[src/rtl/vx_fpu_fma_issue.sv]
// vx_fpu_fma_issue: issue stage in front of the DSP FMA unit.
// Requests pass through a 2-entry elastic buffer, and a credit counter caps
// the number of outstanding FMA operations.
// Ports:
//   clk, reset (async, active-high)
//   request in : valid_in/ready_in, mask_in, tag_in, frm, is_madd, is_sub,
//                is_neg, dataa, datab, datac
//   to FMA     : fma_valid/fma_ready, fma_mask, fma_tag, fma_frm,
//                fma_is_madd, fma_is_sub, fma_is_neg,
//                fma_dataa, fma_datab, fma_datac
//   response   : rsp_fire (one pulse per completed operation)
//   status     : inflight, busy, err_underflow
//   perf       : perf_credit_stalls, perf_bp_stalls
// Build option: FPU_FMA_ISSUE_PERF_EN enables the two stall counters.
// When it is undefined, both perf ports read 0 and no counters are built.
module vx_fpu_fma_issue #(
   parameter int  NUM_LANES    = 4,
   parameter int  TAG_WIDTH    = 8,
   parameter int  MAX_INFLIGHT = 8,
   localparam int CW           = $clog2(MAX_INFLIGHT + 1)
) (
   input  logic                      clk,
   input  logic                      reset,
   input  logic                      valid_in,
   output logic                      ready_in,
   input  logic [NUM_LANES-1:0]      mask_in,
   input  logic [TAG_WIDTH-1:0]      tag_in,
   input  logic [2:0]                frm,
   input  logic                      is_madd,
   input  logic                      is_sub,
   input  logic                      is_neg,
   input  logic [NUM_LANES*32-1:0]   dataa,
   input  logic [NUM_LANES*32-1:0]   datab,
   input  logic [NUM_LANES*32-1:0]   datac,
   output logic                      fma_valid,
   input  logic                      fma_ready,
   output logic [NUM_LANES-1:0]      fma_mask,
   output logic [TAG_WIDTH-1:0]      fma_tag,
   output logic [2:0]                fma_frm,
   output logic                      fma_is_madd,
   output logic                      fma_is_sub,
   output logic                      fma_is_neg,
   output logic [NUM_LANES*32-1:0]   fma_dataa,
   output logic [NUM_LANES*32-1:0]   fma_datab,
   output logic [NUM_LANES*32-1:0]   fma_datac,
   input  logic                      rsp_fire,
   output logic [CW-1:0]             inflight,
   output logic                      busy,
   output logic                      err_underflow,
   output logic [31:0]               perf_credit_stalls,
   output logic [31:0]               perf_bp_stalls
);

   localparam int DW = NUM_LANES * 32;
   localparam logic [CW-1:0] ONE  = CW'(1);
   localparam logic [CW-1:0] MAXC = CW'(MAX_INFLIGHT);

   typedef struct packed {
      logic [NUM_LANES-1:0] mask;
      logic [TAG_WIDTH-1:0] tag;
      logic [2:0]           frm;
      logic                 is_madd;
      logic                 is_sub;
      logic                 is_neg;
      logic [DW-1:0]        a;
      logic [DW-1:0]        b;
      logic [DW-1:0]        c;
   } req_t;

   req_t          mem [2];
   req_t          wr_req;
   req_t          head;
   logic          wr_ptr;
   logic          rd_ptr;
   logic [1:0]    count;
   logic [1:0]    count_nxt;
   logic          ready_q;
   logic [CW-1:0] inflight_q;
   logic [CW-1:0] inflight_nxt;
   logic          err_q;
   logic          empty;
   logic          credit_ok;
   logic          push;
   logic          issue;
   logic          rsp_dec;
   logic          underflow;

   assign empty     = (count == 2'd0);
   assign credit_ok = (inflight_q < MAXC);
   assign fma_valid = !empty && credit_ok;
   assign issue     = fma_valid && fma_ready;
   assign push      = valid_in && ready_q;
   assign rsp_dec   = rsp_fire && (inflight_q != '0);
   assign underflow = rsp_fire && (inflight_q == '0) && !issue;

   assign wr_req = '{
      mask:    mask_in,
      tag:     tag_in,
      frm:     frm,
      is_madd: is_madd,
      is_sub:  is_sub,
      is_neg:  is_neg,
      a:       dataa,
      b:       datab,
      c:       datac
   };

   always_comb begin
      count_nxt = count;
      unique case (1'b1)
         push && !issue: count_nxt = count + 2'd1;
         !push && issue: count_nxt = count - 2'd1;
         default: ;
      endcase
   end

   always_comb begin
      inflight_nxt = inflight_q;
      unique case (1'b1)
         issue && !rsp_dec: inflight_nxt = inflight_q + ONE;
         !issue && rsp_dec: inflight_nxt = inflight_q - ONE;
         default: ;
      endcase
   end

   // Payload storage carries no reset; occupancy is tracked by count.
   always_ff @(posedge clk) begin
      if (push) begin
         mem[wr_ptr] <= wr_req;
      end
   end

   // ready_q is a flop so ready_in never depends on fma_ready, and it
   // stays low during reset until the first edge after release.
   always_ff @(posedge clk or posedge reset) begin
      if (reset) begin
         wr_ptr     <= 1'b0;
         rd_ptr     <= 1'b0;
         count      <= 2'd0;
         ready_q    <= 1'b0;
         inflight_q <= '0;
         err_q      <= 1'b0;
      end else begin
         if (push) begin
            wr_ptr <= !wr_ptr;
         end
         if (issue) begin
            rd_ptr <= !rd_ptr;
         end
         count      <= count_nxt;
         ready_q    <= (count_nxt != 2'd2);
         inflight_q <= inflight_nxt;
         err_q      <= err_q | underflow;
      end
   end

   assign head = mem[rd_ptr];

   assign ready_in      = ready_q;
   assign fma_mask      = head.mask;
   assign fma_tag       = head.tag;
   assign fma_frm       = head.frm;
   assign fma_is_madd   = head.is_madd;
   assign fma_is_sub    = head.is_sub;
   assign fma_is_neg    = head.is_neg;
   assign fma_dataa     = head.a;
   assign fma_datab     = head.b;
   assign fma_datac     = head.c;
   assign inflight      = inflight_q;
   assign busy          = !empty || (inflight_q != '0);
   assign err_underflow = err_q;

`ifdef FPU_FMA_ISSUE_PERF_EN
   logic [31:0] cstall_q;
   logic [31:0] bpstall_q;
   logic        cstall;
   logic        bpstall;

   assign cstall  = !empty && (inflight_q == MAXC);
   assign bpstall = fma_valid && !fma_ready;

   always_ff @(posedge clk or posedge reset) begin
      if (reset) begin
         cstall_q  <= '0;
         bpstall_q <= '0;
      end else begin
         if (cstall) begin
            cstall_q <= cstall_q + 32'd1;
         end
         if (bpstall) begin
            bpstall_q <= bpstall_q + 32'd1;
         end
      end
   end

   assign perf_credit_stalls = cstall_q;
   assign perf_bp_stalls     = bpstall_q;
`else
   assign perf_credit_stalls = '0;
   assign perf_bp_stalls     = '0;
`endif

endmodule

[config.mk]
export PLATFORM = sky130hd
export DESIGN_NAME = vx_fpu_fma_issue
export DESIGN_NICKNAME = d
export VERILOG_FILES = /design/src/rtl/vx_fpu_fma_issue.sv
export SDC_FILE = /design/constraint.sdc
export NUM_CORES = 1
export LEC_CHECK = 0
export CORE_AREA = 2 2 338 340
export CTS_CLUSTER_SIZE = 25
export DETAILED_ROUTE_END_ITERATION = 10
export DIE_AREA = 0 0 340 342
export PLACE_DENSITY_LB_ADDON = 0.1
export SKIP_CTS_REPAIR_TIMING = 1
export SLEW_MARGIN = 20
export SYNTH_ARGS = -nofsm -noshare
export SYNTH_HDL_FRONTEND = slang
export SYNTH_SLANG_ARGS = --single-unit
[constraint.sdc]
create_clock -name clk -period 20.1 [get_ports clk]
set_input_delay 2.01 -clock clk [delete_from_list [all_inputs] [get_ports clk]]
set_output_delay 2.01 -clock clk [all_outputs]
set_load 0.01 [all_outputs]
==> run metrics <==
Antenna Violating Nets Remaining 0; mapped cell area around 32,000 um^2; max_cap viols 0; Netlist cell types 23; Crit Path Max Fanout 59; Die Span Y 342 um; Max Fclk approximately 150 MHz; first-pass GRT wire length about 120,000 um; Worst EP required 18.09 ns; fin crit share between 30% and 40%; sequential area share after synthesis around 77%; clock-pin transition on the worst setup and hold timing paths ~0.060 ns; Total GRT Usage 14.0%; I/O pin total 881; CTS Buffer Depth 3; Worst setup SP type flop; Mapped Avg Cell Area roughly 23 um^2; HP Class flop to flop; Critical Path Sink Type output port; peak supply drop 68.8 uV; CTS Sinks roughly 800; Initial DRC Count between 600 and 700; clock root cell clkbuf_16; DRC 0; Hold Vio Cnt, Final 0; power per cell area roughly 140 nW/um^2; largest net degree at the start of global routing between 150 and 200; WL per Instance between 20 and 25 um; largest delay contributor family on the critical path buffers and inverters; Die ar. between 100,000 and 150,000 um^2; setup tns final 0 ns; worst-path cell chain buf_4 > buf_4 > mux2_2 > clkdlybuf4s50_1; RePlAce Congestion ~0.78; routed via count between 15k and 20k; Overflow after GRT 0; Nets roughly 2.7k; Critical-path top delay cell dfrtp_4; placeable core region between 100,000 and 150,000 um^2; Max Slew Vio Count 0; initial antenna violation count 22; Post-Route WL 84,500 um; relative slew slack approximately 26%; DP Wirelength between 50,000 and 60,000 um; Pwr Total ~6300 uW; die width 340 um; vias in the first global route 16.6k; area grow syn2layout 39.4%; Starting Density between 20% and 30%; setup violators final 0; run status finished, final reports clean; kind of critical path flop to output port; CTS buffer count 93; Slew @ Worst Pin about 1.1 ns; CP dominant cell by count buf_4; RSZ-0062 raised after global routing false; CTS tree built; layout cell share with drive strength beyond 1 23.9%; CP Buf/Inv Count 3; clk_lat worst skew 0.64 ns; data arrival time of the worst path 4.59 ns; Cell Rows 124; hold slack between 0.4 and 0.5 ns; Post-Syn Instances between 1k and 1.5k; max incr delay on CP about 1.1 ns; Yosys warning count 0; fill count 10.3k; Leakage 0.0158 uW; DR pass1 iterations 4; Clock Skews between 0.015 and 0.02 ns; # port buffers between 800 and 900; H-tree depth 3; crit path time final 6.60 ns; number of synthesized register bits 814; vias per cell 4.05
flip-flops by register name (all words and copies together), names as in the netlist:
name and cells:
wr_ptr 1, inflight 4, count 2, ready_in 1, rd_ptr 1, mem 804, err_underflow 1
cell usage after synthesis (all sizes together):
library cell	n	area, um^2
conb	1	3.75
ha	4	50.1
and3	1	6.26
nand3b	1	7.51
a21oi	2	10.0
a31o	1	8.76
o21ai	1	5.00
mux2i	1	10.0
inv	3	11.3
buf	109	965
xnor2	4	35.0
nor2b	1	6.26
xor2	6	52.6
nor4	1	6.26
nand2	4	15.0
dfrtp	10	250
and4bb	2	25.0
mux2	403	5930
edfxtp	804	24100
nor2	5	18.8
path summary, 6_finish.rpt:
| check | startpoint | to | slack [ns] | cells after the start |
|---|---|---|---|---|
| worst max-delay path | rd_ptr | fma_tag[7] | 13.50 | 4 |
| worst min-delay path | err_underflow | err_underflow | 0.47 | 1 |
| worst max register to register | wr_ptr | mem[1][81] | 16.05 | 4 |
| worst min register to register | err_underflow | err_underflow | 0.47 | 1 |
| max in group asynchronous | reset | rd_ptr | 18.04 | 2 |
| min in group asynchronous | reset | ready_in | 1.71 | 2 |
cell usage in the layout (no fill, tap or decap), types with 3 or more instances in the layout:
cell type and n:
nor2_1 4, ha_1 4, conb_1 64, clkbuf_1 19, xnor2_1 4, dfrtp_1 9, inv_1 3, diode_2 9
clkinv_1 20, clkinv_2 17, mux2_4 370, edfxtp_1 804, bufinv_16 5, buf_4 13, nand2_1 4, mux2_2 33
clkdlybuf4s50_1 816, clkbuf_16 95, clkbuf_8 4, xor2_1 6, inv_6 6
layout make-up:
cell class,instances,area (um^2),area share (%)
inverters,3,11.3,0.0256
repair buffers,833,8330,18.9
well taps,1512,1890,4.30
clock inverters,51,387,0.879
diodes,9,22.5,0.0512
multi-input cells,501,6440,14.6
clock buffers,118,2500,5.69
flip-flops and latches,814,24400,55.5
where the power goes:
part	internal, uW	total [uW]	switching, uW
registers	2290	2400	116
logic	1270	2280	1010
clock network	942	1600	659
per-layer routing:
| metal | vias up | GRT usage [%] | routed length (um) |
|---|---|---|---|
| li1 | 7050 | - | - |
| met3 | 148 | 5.81 | 7570 |
| met4 | 30 | 5.36 | 2650 |
| met5 | - | 0 | 181 |
| met1 | 7776 | 13.8 | 28500 |
| met2 | 555 | 25.8 | 45600 |
metrics by stage:
| stage | utilization (%) | cell area (um^2) | cells | setup WS (ns) |
|---|---|---|---|---|
| finish | 38.9 | 44000 | 3841 | 13.50 |
| global route | 38.9 | 44000 | 3838 | 13.17 |
| CTS | 38.9 | 44000 | 3832 | 13.25 |
| detailed placement | 36.3 | 41100 | 3663 | 13.84 |
| global placement | 36.3 | 41100 | 3663 | 13.88 |
| floorplan | - | 31800 | 1427 | 0.181 |
cell families (layout without fill, tap and decap cells):
group / after synthesis / in the layout / synth area share, %
adder cells (fa/ha/maj): 4 / 4 / 0.159
AO/OA/AOI/OAI: 4 / 4 / 0.0753
buffers and inverters: 112 / 1005 / 3.09
other: 1 / 73 / 0.0119
flip-flops: 814 / 814 / 77.3
multiplexers: 404 / 404 / 18.8
AND/OR/NAND/NOR: 15 / 15 / 0.270
XOR/XNOR: 10 / 10 / 0.278
Power figures use the tool's default switching activity.
